--- config.mk ---
export PLATFORM = sky130hd
export DESIGN_NAME = uart_rx_ctrl
export DESIGN_NICKNAME = d
export VERILOG_FILES = /design/src/rtl/uart_rx_ctrl.sv
export SDC_FILE = /design/constraint.sdc
export NUM_CORES = 1
export LEC_CHECK = 0
export CORE_MARGIN = 1
export CORE_UTILIZATION = 50
export DETAILED_ROUTE_END_ITERATION = 8
export GPL_ROUTABILITY_DRIVEN = 0
export PLACE_DENSITY_LB_ADDON = 0.05
export SYNTH_ARGS = -nofsm -noshare
export SYNTH_HDL_FRONTEND = slang
export SYNTH_SLANG_ARGS = --single-unit
--- constraint.sdc ---
create_clock -name clk -period 3.85 [get_ports clk]
set_clock_uncertainty 0.15 [all_clocks]
set_input_delay 0.77 -clock clk [delete_from_list [all_inputs] [get_ports clk]]
set_output_delay 0.77 -clock clk [all_outputs]
set_load 0.02 [all_outputs]
--- src/rtl/uart_rx_ctrl.sv ---
// -----------------------------------------------------------------------------
// uart_rx_ctrl
//   UART receiver: 8 data bits LSB-first, one stop bit, optional even parity.
//   The serial line is double-flopped before any decision is made. A byte that
//   passes its stop (and parity) check is presented on data_o with valid_o and
//   is held until the consumer takes it with ready_i.
//
//   Build option:
//     UART_RX_PARITY_EN  defined   -> 8E1 frames, parity_err_o active
//                        undefined -> 8N1 frames, parity_err_o held at 0
//
//   Parameter:
//     CLKS_PER_BIT  clk cycles per serial bit (even, 4..4096)
//
//   Ports:
//     clk           clock, all state changes on posedge
//     rst           synchronous active-low reset
//     rx_i          asynchronous serial input, idles high
//     ready_i       consumer accepts data_o this cycle
//     data_o        received byte, stable while valid_o is high
//     valid_o       data_o holds an unconsumed byte
//     busy_o        receiver is inside a frame (FSM not in IDLE)
//     frame_err_o   one-cycle pulse: stop bit sampled low
//     overrun_o     one-cycle pulse: a good byte was dropped (valid_o held)
//     parity_err_o  one-cycle pulse: parity mismatch
// -----------------------------------------------------------------------------
module uart_rx_ctrl #(
  parameter int unsigned CLKS_PER_BIT = 16
) (
  input  logic       clk,
  input  logic       rst,
  input  logic       rx_i,
  input  logic       ready_i,
  output logic [7:0] data_o,
  output logic       valid_o,
  output logic       busy_o,
  output logic       frame_err_o,
  output logic       overrun_o,
  output logic       parity_err_o
);

  localparam int unsigned BW = $clog2(CLKS_PER_BIT);
  localparam logic [BW-1:0] BAUD_LAST = BW'(CLKS_PER_BIT - 1);
  localparam logic [BW-1:0] BAUD_HALF = BW'(CLKS_PER_BIT / 2 - 1);

  typedef enum logic [2:0] {
    IDLE,
    START,
    DATA,
`ifdef UART_RX_PARITY_EN
    PARITY,
`endif
    STOP
  } state_t;

  state_t          state;
  state_t          state_next;

  logic            rx_meta;
  logic            rx_s;
  logic [BW-1:0]   baud_cnt;
  logic [3:0]      bit_cnt;
  logic [7:0]      shift_reg;

  logic            baud_last;
  logic            baud_half;
  logic            data_sample;
  logic            stop_sample;
  logic            frame_bad;
  logic            par_bad;
  logic            deliver;

`ifdef UART_RX_PARITY_EN
  logic            par_bit;
  logic            par_sample;
`endif

  assign baud_last = (baud_cnt == BAUD_LAST);
  assign baud_half = (baud_cnt == BAUD_HALF);

  // ---------------------------------------------------------------------------
  // Input synchronizer; resets to the idle (high) line level so a reset never
  // looks like a start bit.
  // ---------------------------------------------------------------------------
  always_ff @(posedge clk) begin
    if (!rst) begin
      rx_meta <= 1'b1;
      rx_s    <= 1'b1;
    end else begin
      rx_meta <= rx_i;
      rx_s    <= rx_meta;
    end
  end

  // ---------------------------------------------------------------------------
  // FSM: state register
  // ---------------------------------------------------------------------------
  always_ff @(posedge clk) begin
    if (!rst) begin
      state <= IDLE;
    end else begin
      state <= state_next;
    end
  end

  // ---------------------------------------------------------------------------
  // FSM: next-state logic
  // ---------------------------------------------------------------------------
  always_comb begin
    state_next = state;
    unique case (state)
      IDLE: begin
        if (!rx_s) state_next = START;
      end
      START: begin
        // Mid start bit: still low means a real frame, high means a glitch.
        if (baud_half) state_next = rx_s ? IDLE : DATA;
      end
      DATA: begin
        // Leave on the sample of bit 7, i.e. the sample that makes bit_cnt 8.
        if (baud_last && (bit_cnt == 4'd7)) begin
`ifdef UART_RX_PARITY_EN
          state_next = PARITY;
`else
          state_next = STOP;
`endif
        end
      end
`ifdef UART_RX_PARITY_EN
      PARITY: begin
        if (baud_last) state_next = STOP;
      end
`endif
      STOP: begin
        if (baud_last) state_next = IDLE;
      end
      default: state_next = IDLE;
    endcase
  end

  // ---------------------------------------------------------------------------
  // FSM: output / strobe decode
  // ---------------------------------------------------------------------------
  always_comb begin
    busy_o      = (state != IDLE);
    data_sample = (state == DATA) && baud_last;
    stop_sample = (state == STOP) && baud_last;
    frame_bad   = stop_sample && !rx_s;
`ifdef UART_RX_PARITY_EN
    par_sample  = (state == PARITY) && baud_last;
    par_bad     = stop_sample && (par_bit != (^shift_reg));
`else
    par_bad     = 1'b0;
`endif
    deliver     = stop_sample && rx_s && !par_bad;
  end

  // ---------------------------------------------------------------------------
  // Baud / bit counters and shift register. Counters clear on every state
  // change so each state times itself from zero.
  // ---------------------------------------------------------------------------
  always_ff @(posedge clk) begin
    if (!rst) begin
      baud_cnt  <= '0;
      bit_cnt   <= '0;
      shift_reg <= '0;
    end else begin
      if (state_next != state) begin
        baud_cnt <= '0;
        bit_cnt  <= '0;
      end else begin
        if ((state == IDLE) || baud_last) begin
          baud_cnt <= '0;
        end else begin
          baud_cnt <= baud_cnt + 1'b1;
        end
        if (data_sample) begin
          bit_cnt <= bit_cnt + 4'd1;
        end
      end
      // LSB arrives first, so shift right with the new bit entering at bit 7.
      if (data_sample) begin
        shift_reg <= {rx_s, shift_reg[7:1]};
      end
    end
  end

`ifdef UART_RX_PARITY_EN
  always_ff @(posedge clk) begin
    if (!rst) begin
      par_bit <= 1'b0;
    end else if (par_sample) begin
      par_bit <= rx_s;
    end
  end
`endif

  // ---------------------------------------------------------------------------
  // Output holding register and status pulses. A new byte is dropped only when
  // the old one is still pending and not being taken in this same cycle; if
  // it is being taken, the new byte replaces it and valid_o stays high.
  // ---------------------------------------------------------------------------
  always_ff @(posedge clk) begin
    if (!rst) begin
      data_o       <= '0;
      valid_o      <= 1'b0;
      frame_err_o  <= 1'b0;
      overrun_o    <= 1'b0;
      parity_err_o <= 1'b0;
    end else begin
      frame_err_o  <= frame_bad;
      parity_err_o <= par_bad;
      overrun_o    <= deliver && valid_o && !ready_i;

      if (deliver) begin
        if (!valid_o || ready_i) begin
          data_o  <= shift_reg;
          valid_o <= 1'b1;
        end
      end else if (valid_o && ready_i) begin
        valid_o <= 1'b0;
      end
    end
  end

endmodule

==> metrics <==
post-route setup slack=1230 ps; Overall Power=0.000640 W; GRT Overall Usage=19.5%; Antenna Nets Post-Route=0; r2r setup slk=1850 ps; Mapped Cells=144; status=finished, final reports clean; layout cells sized above 1=10.5%; area of the multi-input gates=698 um2; CTS H-tree depth=2; Die W=54.4 um; Max VDD drop=0.337 mV; final hold violation count=0; routed vias/inst=5.31; die span in y=54.4 um; RSZ-0062 raised after global routing=false; crit-path leading delay family=buffers and inverters; DRC viols=0; worst slew pin tran=662 ps; Avg Cell Area, Syn=9.52 um2; final instance area=0.00163 mm2; initial core utilization=53.9%; Placed Area=0.00153 mm2; first-pass GRT wire length=3960 um; final cycle utilization of the critical path=68.1%; initial antenna violation count=0; vias in the first global route=925; CTS Buf Count=5; CP cell instances=or3_1 -> clkdlybuf4s50_1; Post-Route WL=2450 um; clock sink count=32; Hold-fix buffers, CTS=0; Ant. Diodes=0; CP required=2930 ps; Crit Path Category=flop to output port; critical path launch point type=flop; most frequent cells in the layout=dfxtp_1 (32), nand2_1 (21), clkdlybuf4s50_1 (15); number of max-cap violations=0; Fin Setup TNS=0 ps; vias post-DR=1,019; Std-Cell Rows=18; Hold WC Path Type=flop to flop; total global routing overflow=0; First-pass DRT Iterations=4; hold_sp=rx_meta; DRT iter0 DRCs=9; worst rel slew slack=55.6%; Syn. warnings=0; clk_lat worst skew=330 ps; RR Endpoint=data_o[5]; IO Pins=17; setup bufs post-CTS=0; Max Clk Rate=381 MHz; internal power=0.000516 W; I/O Buffers=15; synth unique cells=45; # fillers=217; Logic pwr share=3.0%; P_leak=0.549 nW; cells on worst reg2reg path=5; nets@finish=167; CP Capture Type=output port; power per cell area=393 mW/mm2; final count of negative-setup-slack endpoints=0; core area=0.00254 mm2; sw frac=19.5%; wire length per cell=12.8 um; FF/Latch Area=641 um2; NetSw=0.000125 W; Post-Synthesis Cell Area=0.00137 mm2; count of pins over their slew limit=0; final critical delay including setup and external delays=2620 ps; Post-synth EDFFs=0; Post-synth ARST share=0%; largest net degree at the start of global routing=23; Finished Core Util=64.0%; full die area=0.00296 mm2; commonest non-fill, non-tap cell in the layout=dfxtp_1; clk buf depth=2; #FFs+latches synth=32; CTS tree=done; Sequential Power Share=52.5%; Crit path arrival time=1700 ps; Slowest-stage cell, CP=clkdlybuf4s50_1; Layout area overhead=18.8%; CP max stage delay=550 ps; CP Buf/Inv Count=1; Max Fanout on Critical Path=13; post_cts resized=0; WHS Path Cells=1; clk root buf=clkbuf_4; hold endpoint=rx_s; post-synthesis sequential area ratio=46.7%; Setup Slack @ Placement=1090 ps; clock power share=44.5%; Most used DFF post-synth=dfxtp_1; worst r2r src=baud_cnt[0]; clock-pin slew on the worst setup and hold paths=100 ps; hpwl dp=1670 um
-- power by group through the flow --
stage               Clock [W]  Combinational [W]  Sequential, W
global placement            0          0.0000189       0.000344
global route         0.000305          0.0000213       0.000337
floorplan                   0          0.0000145       0.000343
detailed placement          0          0.0000192       0.000344
finish               0.000285          0.0000193       0.000336
CTS                  0.000290          0.0000194       0.000336
-- metrics by stage --
stage,instances,hold slack [ps]
after floorplan,145,236
after global placement,184,240
after detailed placement,184,252
after CTS,192,281
after global routing,192,301
final,192,277
-- kinds of logic (layout without fill, tap and decap cells) --
logic type                 after synthesis  count (layout)  share of synthesized area (%)
AOI/OAI and AO/OA                       22              22                           11.6
xor gates and xnor gates                 3               3                           1.92
adders and majority gates                2               2                           1.82
buffers and inverters                    8              25                           2.65
DFF                                     32              32                           46.7
muxes                                    8               8                           5.84
other                                    1               2                          0.273
and+or+nand+nor                         68              68                           29.2
-- cell type report --
| class | instances | share of cell area (%) |
|---|---|---|
| Clock inverter | 1 | 1.84 |
| Inverter | 2 | 0.461 |
| Sequential cell | 32 | 39.3 |
| Clock buffer | 7 | 3.99 |
| Multi-Input combinational cell | 105 | 42.9 |
| Timing Repair Buffer | 15 | 9.22 |
| Tap cell | 30 | 2.30 |
-- worst register-to-register path: cells and delay by family, from the launching register on --
kind	cells	cell delay (ps)
flip-flops	1	380
adder cells (fa/ha/maj)	1	340
AND/OR/NAND/NOR	3	780
multiplexers	1	250
-- Yosys cell counts (2+ instances only) --
cell type,number,area share (%)
nand2_1,21,5.7
o21ai_0,2,0.73
and3_1,2,0.91
mux2i_1,8,5.8
nor2_1,7,1.9
clkbuf_1,2,0.55
nor2b_1,9,4.1
a21oi_1,6,2.2
ha_1,2,1.8
a21boi_0,8,4.4
inv_1,2,0.55
or2b_1,2,1.1
clkbuf_2,2,0.73
dfxtp_1,32,47
nor3_1,2,0.73
nand2b_1,4,1.8
nand3_1,4,1.5
xor2_1,2,1.3
-- routing by layer --
layer	GRT usage, %	part of all wire (%)	up-vias
met5	0	0	-
met3	6.67	3.2	7
li1	-	-	526
met1	21.9	45	473
met4	10.3	2.1	0
met2	32.5	49	13
-- worst max path at each step --
stage	from	end	slack [ps]	depth (start not counted)
6_report	state[0]	busy_o	1230	2
5_1_grt	state[0]	busy_o	1130	2
4_1_cts	state[0]	busy_o	1210	2
3_5_place_dp	rst	baud_cnt[1]	1090	5
3_3_place_gp	rst	baud_cnt[1]	1100	5
2_1_floorplan	state[0]	busy_o	2010	2
Note: power is estimated with default switching activity, not from simulation.
